$ cat src/rtl/io_mux_ctrl_if.sv
`default_nettype none
// ============================================================================
// Module   : io_mux_ctrl_if
// Brief    : Wishbone slave bus bundle for the pad multiplexer controller.
// Revision : 1.0 - initial release
// ============================================================================
interface io_mux_ctrl_if;
    logic        wbs_cyc_i;
    logic        wbs_stb_i;
    logic        wbs_we_i;
    logic [3:0]  wbs_sel_i;
    logic [31:0] wbs_adr_i;
    logic [31:0] wbs_dat_i;
    logic [31:0] wbs_dat_o;
    logic        wbs_ack_o;

    modport master (
        output wbs_cyc_i, wbs_stb_i, wbs_we_i, wbs_sel_i, wbs_adr_i, wbs_dat_i,
        input  wbs_dat_o, wbs_ack_o
    );

    modport slave (
        input  wbs_cyc_i, wbs_stb_i, wbs_we_i, wbs_sel_i, wbs_adr_i, wbs_dat_i,
        output wbs_dat_o, wbs_ack_o
    );
endinterface
`default_nettype wire

$ cat src/rtl/io_mux_ctrl.sv
`default_nettype none
// ============================================================================
// Module   : io_mux_ctrl
// Brief    : Wishbone-programmed pad multiplexer selecting one of NUM_DESIGNS
//            user designs, with tristate + reset-hold safe switchover.
// Revision : 1.0 - initial release
// ============================================================================
module io_mux_ctrl #(
    parameter int          NUM_DESIGNS = 4,
    parameter int          IO_WIDTH    = 38,
    parameter int          RST_HOLD    = 16,
    parameter logic [31:0] BASE_ADDR   = 32'h3000_0000
) (
    input  wire logic                            wb_clk_i,
    input  wire logic                            wb_rst_i,
    io_mux_ctrl_if.slave                         wb,
    input  wire logic                            io_in_0,
    input  wire logic [NUM_DESIGNS*IO_WIDTH-1:0] dsn_io_out,
    input  wire logic [NUM_DESIGNS*IO_WIDTH-1:0] dsn_io_oeb,
    output logic      [NUM_DESIGNS-1:0]          dsn_rst_n,
    output logic      [IO_WIDTH-1:0]             io_out,
    output logic      [IO_WIDTH-1:0]             io_oeb,
    output logic      [31:0]                     custom_settings,
    output logic      [7:0]                      status
);

    localparam int                c_CW        = $clog2(RST_HOLD);
    localparam logic [c_CW-1:0]   c_HOLD_LOAD = c_CW'(RST_HOLD - 1);
    localparam logic [4:0]        c_NUM       = 5'(NUM_DESIGNS);

    typedef enum logic [1:0] {
        ST_ACTIVE  = 2'd0,
        ST_QUIESCE = 2'd1,
        ST_HOLD    = 2'd2
    } state_t;

    state_t              state_q,    state_d;
    logic [c_CW-1:0]     cnt_q,      cnt_d;
    logic [3:0]          cur_sel_q,  cur_sel_d;
    logic [3:0]          target_q,   target_d;
    logic                fault_q,    fault_d;
    logic [31:0]         settings_q, settings_d;
    logic                ack_q,      ack_d;
    logic [31:0]         dat_q,      dat_d;
    logic                meta_q,     meta_d;
    logic                rst_sync_q, rst_sync_d;
    logic [IO_WIDTH-1:0] io_out_q,   io_out_d;
    logic [IO_WIDTH-1:0] io_oeb_q,   io_oeb_d;

    logic       w_hit;
    logic       w_req;
    logic [1:0] w_reg;
    logic       w_sel_wr;
    logic       w_sel_valid;
    logic       w_sel_bad;
    logic       w_unused;

    assign w_hit       = wb.wbs_cyc_i & wb.wbs_stb_i
                       & (wb.wbs_adr_i[31:4] == BASE_ADDR[31:4]);
    // A held request is acked once; the following cycle it is a fresh access.
    assign w_req       = w_hit & ~ack_q;
    assign w_reg       = wb.wbs_adr_i[3:2];
    assign w_sel_wr    = w_req & wb.wbs_we_i & (w_reg == 2'd0) & wb.wbs_sel_i[0];
    assign w_sel_valid = w_sel_wr & ({1'b0, wb.wbs_dat_i[3:0]} < c_NUM);
    assign w_sel_bad   = w_sel_wr & ~w_sel_valid;
    assign w_unused    = ^wb.wbs_adr_i[1:0];

    assign status = {fault_q, state_q, 1'b0, cur_sel_q};

    always_comb begin
        state_d    = state_q;
        cnt_d      = cnt_q;
        cur_sel_d  = cur_sel_q;
        target_d   = target_q;
        fault_d    = fault_q;
        settings_d = settings_q;
        ack_d      = w_req;
        dat_d      = 32'd0;
        meta_d     = io_in_0;
        rst_sync_d = meta_q;
        io_out_d   = '0;
        io_oeb_d   = '1;

        if (w_req && !wb.wbs_we_i) begin
            case (w_reg)
                2'd0:    dat_d = {28'd0, target_q};
                2'd1:    dat_d = settings_q;
                2'd2:    dat_d = {24'd0, status};
                default: dat_d = 32'd0;
            endcase
        end

        if (w_req && wb.wbs_we_i && (w_reg == 2'd1)) begin
            for (int b = 0; b < 4; b++) begin
                if (wb.wbs_sel_i[b]) settings_d[8*b +: 8] = wb.wbs_dat_i[8*b +: 8];
            end
        end

        if (w_sel_valid)    fault_d = 1'b0;
        else if (w_sel_bad) fault_d = 1'b1;

        case (state_q)
            ST_ACTIVE: begin
                if (w_sel_valid && (wb.wbs_dat_i[3:0] != cur_sel_q)) begin
                    target_d = wb.wbs_dat_i[3:0];
                    state_d  = ST_QUIESCE;
                end
            end
            ST_QUIESCE: begin
                state_d = ST_HOLD;
                cnt_d   = c_HOLD_LOAD;
                if (w_sel_valid) target_d = wb.wbs_dat_i[3:0];
            end
            ST_HOLD: begin
                if (w_sel_valid) begin
                    target_d = wb.wbs_dat_i[3:0];
                    cnt_d    = c_HOLD_LOAD;
                end else if (cnt_q == '0) begin
                    cur_sel_d = target_q;
                    state_d   = ST_ACTIVE;
                end else begin
                    cnt_d = cnt_q - 1'b1;
                end
            end
            default: begin
                state_d = ST_HOLD;
                cnt_d   = c_HOLD_LOAD;
            end
        endcase

        // Pads see the selected design one cycle late; outside ACTIVE they are tristated.
        if (state_q == ST_ACTIVE) begin
            for (int d = 0; d < NUM_DESIGNS; d++) begin
                if (4'(d) == cur_sel_q) begin
                    io_out_d = dsn_io_out[d*IO_WIDTH +: IO_WIDTH];
                    io_oeb_d = dsn_io_oeb[d*IO_WIDTH +: IO_WIDTH];
                end
            end
        end
    end

    always_comb begin
        dsn_rst_n = '0;
        if (state_q == ST_ACTIVE) begin
            for (int d = 0; d < NUM_DESIGNS; d++) begin
                if (4'(d) == cur_sel_q) dsn_rst_n[d] = ~rst_sync_q;
            end
        end
    end

    always_ff @(posedge wb_clk_i or posedge wb_rst_i) begin
        if (wb_rst_i) begin
            state_q    <= ST_HOLD;
            cnt_q      <= c_HOLD_LOAD;
            cur_sel_q  <= 4'd0;
            target_q   <= 4'd0;
            fault_q    <= 1'b0;
            settings_q <= 32'd0;
            ack_q      <= 1'b0;
            dat_q      <= 32'd0;
            meta_q     <= 1'b0;
            rst_sync_q <= 1'b0;
            io_out_q   <= '0;
            io_oeb_q   <= '1;
        end else begin
            state_q    <= state_d;
            cnt_q      <= cnt_d;
            cur_sel_q  <= cur_sel_d;
            target_q   <= target_d;
            fault_q    <= fault_d;
            settings_q <= settings_d;
            ack_q      <= ack_d;
            dat_q      <= dat_d;
            meta_q     <= meta_d;
            rst_sync_q <= rst_sync_d;
            io_out_q   <= io_out_d;
            io_oeb_q   <= io_oeb_d;
        end
    end

    assign wb.wbs_ack_o    = ack_q;
    assign wb.wbs_dat_o    = dat_q;
    assign io_out          = io_out_q;
    assign io_oeb          = io_oeb_q;
    assign custom_settings = settings_q;

endmodule
`default_nettype wire

$ cat src/flat_wrapper.sv
// flat-port wrapper written by rule: the top's interface ports become plain ports
module io_mux_ctrl_flat 
#(
    parameter int          NUM_DESIGNS = 4,
    parameter int          IO_WIDTH    = 38,
    parameter int          RST_HOLD    = 16,
    parameter logic [31:0] BASE_ADDR   = 32'h3000_0000
)
  (wb_clk_i, wb_rst_i, io_in_0, dsn_io_out, dsn_io_oeb, dsn_rst_n, io_out, io_oeb, custom_settings, status, wb_wbs_cyc_i, wb_wbs_stb_i, wb_wbs_we_i, wb_wbs_sel_i, wb_wbs_adr_i, wb_wbs_dat_i, wb_wbs_dat_o, wb_wbs_ack_o);
  io_mux_ctrl_if wb_i ();
  input  wire logic wb_clk_i;
  input  wire logic wb_rst_i;
  input  wire logic io_in_0;
  input  wire logic [NUM_DESIGNS*IO_WIDTH-1:0] dsn_io_out;
  input  wire logic [NUM_DESIGNS*IO_WIDTH-1:0] dsn_io_oeb;
  output logic      [NUM_DESIGNS-1:0] dsn_rst_n;
  output logic      [IO_WIDTH-1:0] io_out;
  output logic      [IO_WIDTH-1:0] io_oeb;
  output logic      [31:0] custom_settings;
  output logic      [7:0] status;
  input wire logic [$bits(wb_i.wbs_cyc_i)-1:0] wb_wbs_cyc_i;
  input wire logic [$bits(wb_i.wbs_stb_i)-1:0] wb_wbs_stb_i;
  input wire logic [$bits(wb_i.wbs_we_i)-1:0] wb_wbs_we_i;
  input wire logic [$bits(wb_i.wbs_sel_i)-1:0] wb_wbs_sel_i;
  input wire logic [$bits(wb_i.wbs_adr_i)-1:0] wb_wbs_adr_i;
  input wire logic [$bits(wb_i.wbs_dat_i)-1:0] wb_wbs_dat_i;
  output wire logic [$bits(wb_i.wbs_dat_o)-1:0] wb_wbs_dat_o;
  output wire logic [$bits(wb_i.wbs_ack_o)-1:0] wb_wbs_ack_o;
  assign wb_i.wbs_cyc_i = wb_wbs_cyc_i;
  assign wb_i.wbs_stb_i = wb_wbs_stb_i;
  assign wb_i.wbs_we_i = wb_wbs_we_i;
  assign wb_i.wbs_sel_i = wb_wbs_sel_i;
  assign wb_i.wbs_adr_i = wb_wbs_adr_i;
  assign wb_i.wbs_dat_i = wb_wbs_dat_i;
  assign wb_wbs_dat_o = wb_i.wbs_dat_o;
  assign wb_wbs_ack_o = wb_i.wbs_ack_o;
  io_mux_ctrl #(.NUM_DESIGNS(NUM_DESIGNS), .IO_WIDTH(IO_WIDTH), .RST_HOLD(RST_HOLD), .BASE_ADDR(BASE_ADDR)) u_core (.wb_clk_i(wb_clk_i), .wb_rst_i(wb_rst_i), .wb(wb_i), .io_in_0(io_in_0), .dsn_io_out(dsn_io_out), .dsn_io_oeb(dsn_io_oeb), .dsn_rst_n(dsn_rst_n), .io_out(io_out), .io_oeb(io_oeb), .custom_settings(custom_settings), .status(status));
endmodule
$ cat config.mk
export PLATFORM = sky130hd
export DESIGN_NAME = io_mux_ctrl_flat
export DESIGN_NICKNAME = d
export VERILOG_FILES = /design/src/rtl/io_mux_ctrl_if.sv /design/src/rtl/io_mux_ctrl.sv /design/src/flat_wrapper.sv
export SDC_FILE = /design/constraint.sdc
export NUM_CORES = 1
export LEC_CHECK = 0
export ABC_AREA = 1
export CELL_PAD_IN_SITES_DETAIL_PLACEMENT = 0
export CELL_PAD_IN_SITES_GLOBAL_PLACEMENT = 2
export CORE_MARGIN = 8
export CORE_UTILIZATION = 21
export CTS_BUF_LIST = sky130_fd_sc_hd__clkbuf_2 sky130_fd_sc_hd__clkbuf_4 sky130_fd_sc_hd__clkbuf_8
export DETAILED_ROUTE_END_ITERATION = 10
export HOLD_SLACK_MARGIN = 0.06
export PLACE_DENSITY_LB_ADDON = 0.1
export SYNTH_ARGS = -nofsm -noshare
export SYNTH_HDL_FRONTEND = slang
export SYNTH_SLANG_ARGS = --single-unit
$ cat constraint.sdc
create_clock -name wb_clk_i -period 12.1 [get_ports wb_clk_i]
set_input_delay 2.42 -clock wb_clk_i [delete_from_list [all_inputs] [get_ports wb_clk_i]]
set_output_delay 2.42 -clock wb_clk_i [all_outputs]
set_load 0.05 [all_outputs]
Word level (Yosys, flattened, before mapping)
Cells that the tools add are included.

cells by class
  $add $sub $neg = 1
  magnitude comparators = 1
  equal/unequal tests = 14
  multiplexer cells = 29
  bitwise logic cells = 12
  reduce and logical (&&, ||, !) cells = 20

operators by type and width
  cell                                                                      count
  38-bit two-way mux                                                        10
  32-bit one-hot mux with 3 select lines                                    1
  32-bit two-way mux                                                        1
  28-bit by 26-bit equality test with 1-bit output (second input constant)  1
  4-bit two-way mux                                                         5
  4-bit one-hot mux with 2 select lines                                     2
  2-bit AND reduction                                                       5
  3-bit AND reduction                                                       3
  1-bit AND                                                                 8
  2-bit by 4-bit equality test with 1-bit output (first input constant)     2
  4-bit logical NOT                                                         2
  1-bit two-way mux                                                         6
  2-bit two-way mux                                                         3
  2-bit by 1-bit != test with 1-bit output (second input constant)          3
  1-bit by 4-bit equality test with 1-bit output (first input constant)     1
  2-bit by 1-bit equality test with 1-bit output (second input constant)    2
  2-bit equality test (second input constant)                               2
  1-bit logical AND                                                         4
  2-bit logical NOT                                                         2
  4-bit by 3-bit < comparator with 1-bit output (second input constant)     1
  4-bit != test                                                             1
  1-bit inverter                                                            4
  2-bit one-hot mux with 2 select lines                                     1
  2-bit nonzero test                                                        2
  other kinds (5)                                                           5

word-level totals
  register bits = 158
  input port bits = 378
  output and inout bits = 153
  word-level logic and storage cells = 92

Logic depth before layout (Yosys ltp)
  depth in word-level cells = 11
  gate-level depth with buffers = 12

Worst setup path after synthesis
OpenSTA, ideal clock, no wires.

  kind = register to output
  from = reg u_core.cur_sel_q[3]
  to = out dsn_rst_n[3]
  arrival = 2.150 ns
  setup slack = 7.530 ns
  cell stages (with the launch flop) = 8
  path buffers = 2
  path through = dfrtp_1 nor2_4 nand2_2 nor2_2 inv_1 buf_2 buf_2 nor2_1

on the way
  cells in the longest elaborated chain, start to end = 3

RTL lines
  item                                            RTL line            source
  from (decl)                                     io_mux_ctrl.sv:39   logic [3:0] cur_sel_q, cur_sel_d;
  from (signal assigned)                          io_mux_ctrl.sv:168  cur_sel_q <= cur_sel_d;
  2-bit by 4-bit equality test with 1-bit output  io_mux_ctrl.sv:146  if (4'(d) == cur_sel_q) dsn_rst_n[d] = ~rst_sync_q;
  1-bit two-way mux                               io_mux_ctrl.sv:146
  4-bit two-way mux                               io_mux_ctrl.sv:144  if (state_q == ST_ACTIVE) begin
  to (decl)                                       flat_wrapper.sv:16  output logic [NUM_DESIGNS-1:0] dsn_rst_n;

Every way passes these cells.

Worst setup path in the final report
  from = reg u_core.cur_sel_q[3]
  to = out dsn_rst_n[2]

Same word-level chain as after synthesis.

==> results.md <==
* Status: finished, final reports clean
* Synth Flop Type: dfrtp_1
* Clk sinks at 158
* Synth top area cells: dfrtp_1 (36%), dfstp_2 (14%), nand2_1 (10%)
* CTS buffer count at 17
* Clock Power Share at between 10% and 20%
* Setup TNS at 0 ps
* Critical path fanouts, max at slightly above 50
* Peak supply drop at between 90 and 100 µV
* DRC viols at 0
* Total congestion overflow at 0
* Final Max Slew Viols at 0
* Setup Viol. Count Final at 0
* Hold Path Class: reg -> reg
* DRT iter0 DRCs at 410
* Root Buffer: clkbuf_8
* HPWL after DPL at 34,140 µm
* IO Count at between 500 and 600
* Slew @ Worst Pin at 1102 ps
* Worst skew pair latency at about 490 ps
* Routed Antenna Nets at 0
* Max Freq at 169.4 MHz
* Initial Util at 21.25%
* Synth top area share at between 30% and 40%
* FF+latch count, synth at approximately 160
* Pin count of the biggest net entering global routing at 94
* Simple-Gate Fraction of Synth Area at 20.01%
* Post-Route WL at approximately 45,000 µm
* CP startpoint kind: flop
* Worst-case clock buffer depth at 2
* Sequential Power Share at 26.5%
* Post-CTS Setup Inserts at 0
* Period utilization at between 40% and 50%
* P&R area growth vs syn at 76.52%
* Post-Synthesis Cells at 932
* DP Cell Count at between 1,500 and 2,000
* Max_cap viols at 0
* Top post-synthesis cells by count: nand2_1 (219), dfrtp_1 (115), o21ai_0 (94)
* Mean Syn Cell Area at 8.549 µm²
* PwrDens at slightly above 200 nW/µm²
* Sequential fraction of the synthesis area at 50.30%
* Final Hold Vio Count at 0
* Via-per-instance ratio at 4.440
* Post-synth ARST share at 100.0%
* Post-CTS Hold Buffers at 0
* Worst Setup End Kind: output port
* Rows at 71
* R2r setup slk at 8760 ps
* Synthesized cell area at 7968 µm²
* Core area at ~37,000 µm²
* Crit Path Class: reg -> out
* Lkg Pwr at 5.835 nW
* Drt pass-1 iters at 4
* Port bufs at 527
* Combinational cell fraction of total power at 59.2%
* Clk slew on worst S/H paths at 100 ps
* Cell Int Power at 0.001481 W
* Compound-Gate Fraction of Synth Area at 20.35%
* Count of flip-flops with a built-in enable after synthesis at 0
* Synth Area in XOR/XNOR at 0.6595%
* Via count at 8,631
* Most common cell in the netlist: nand2_1
* Die height at 210.8 µm
* CTS tree: done
* Layout Cells excl Fill at 1,944
* Largest area contributor in the netlist: dfrtp_1
* Clk_skew at 16.77 ps
* Net switching power at ~0.0014 W
* Share of layout cells above drive strength 1 at 8.252%
* First-pass GRT wire length at 65,160 µm
* Largest family of logic cells by synthesized area: compound AO/OA/AOI/OAI gates
* Die W at 210.8 µm
* RSZ-0062 raised after global routing: false
* GRT Overall Usage at slightly below 20%
* Slew HR at 26.50%
* Mux cell area share after synthesis at 0%
* Fin nets at 1,799
* Critical Path RT at 9680 ps
* Tmin final at roughly 5900 ps
* Vias in the first global route at 9,097
* Post_cts resized at 0
* Antenna violations before repair at 5
* Crit path DAT at 3480 ps
* Adder-cell area share of the yosys netlist at less than 1%
* Yosys warnings at 0
* Drt wl/cell at roughly 23 µm
* Syn nets at roughly 1,300
* Max H-tree Level at 4
* Netlist cell types at 38
* Die area at 44,430 µm²
* Switch share at between 40% and 50%
* Routability cong. at a little under 0.8
## cells by family (layout without fill, tap and decap cells)
group           count (synthesis)  count (layout)
xor+xnor                        6               6
buf+inv                       152             650
other cells                     1               4
simple gates                  350             350
flops                         158             158
compound gates                261             261
fa+ha+maj                       4               4
## layout by cell type, fill, tap and decap left out, types with 12 or more instances in the layout
cell	netlist	layout
a21oi_1	39	39
a31oi_1	14	14
buf_4	3	12
clkbuf_8	0	20
clkdlybuf4s50_1	0	527
dfrtp_1	115	115
dfstp_2	43	43
inv_1	73	70
nand2_1	219	219
nand3_1	38	36
nand4_1	20	20
nor2_1	26	26
nor3_1	28	28
o211ai_1	34	34
o21ai_0	94	94
o21ai_1	24	24
o221ai_1	42	42
## final timing paths
kind	from	to	depth (start not counted)
max	u_core.cur_sel_q[3]	dsn_rst_n[2]	7
min	u_core.meta_q	u_core.rst_sync_q	0
max reg2reg	u_core.cur_sel_q[3]	u_core.io_oeb[6]	9
min reg2reg	u_core.meta_q	u_core.rst_sync_q	0
max in group asynchronous	wb_rst_i	u_core.wb.wbs_dat_o[13]	3
min in group asynchronous	wb_rst_i	u_core.io_out[36]	2
## through the flow
step / setup WS (ps) / utilization (%) / area (µm²) / power, W / hold WS (ps)
floorplan: 5488 / - / 7968 / 0.001840 / 331.2
global placement: 6683 / 36.44 / 13660 / 0.002526 / 337.2
detailed placement: 6691 / 36.44 / 13660 / 0.002525 / 341.0
CTS: 6094 / 37.50 / 14060 / 0.002957 / 379.3
global route: 5970 / 37.51 / 14060 / 0.003079 / 398.6
finish: 6196 / 37.52 / 14060 / 0.002907 / 378.4
## metal layers
metal,vias up,track usage (%),part of all wire [%]
met2,333,33.75,49
met3,32,8.323,9.5
met4,6,4.537,1.1
li1,4172,-,-
met1,4088,23.12,40
met5,-,0,0.066
## power groups by stage
| stage | clock, W | sequential (W) | combinational, W |
|---|---|---|---|
| final | 0.000417 | 0.000769 | 0.00172 |
| after global routing | 0.000457 | 0.000785 | 0.00184 |
| after CTS | 0.000436 | 0.000771 | 0.00175 |
| after detailed placement | 0 | 0.000780 | 0.00175 |
| after global placement | 0 | 0.000777 | 0.00175 |
| after floorplan | 0 | 0.00127 | 0.000566 |
## state kept, by name, summed over array words and instances, names as in the netlist
name / flops
u_core.state_q: 2
u_core.target_q: 4
u_core.io_out: 38
u_core.meta_q: 1
u_core.io_oeb: 38
u_core.cnt_q: 4
u_core.fault_q: 1
u_core.wb.wbs_dat_o: 32
u_core.cur_sel_q: 4
u_core.wb.wbs_ack_o: 1
u_core.rst_sync_q: 1
u_core.custom_settings: 32
## area by class of cell
class / count / area [µm²]
repair buffers: 539 / 5365
clock buffers: 20 / 275.3
inverters: 79 / 301.5
diodes: 3 / 7.507
flip-flops and latches: 158 / 4008
well taps: 511 / 639.4
clock inverters: 12 / 121.4
multi-input cells: 622 / 3347
fillers: 3976 / 23420
## critical path, stage by stage, from the launching register on
cell and delay, ps:
dfrtp_1 480, nor2_4 130, buf_4 540, nand2_2 150, nor2_4 240, inv_2 360, nor2_1 200, clkdlybuf4s50_1 870
(Power assumes the default switching activity.)
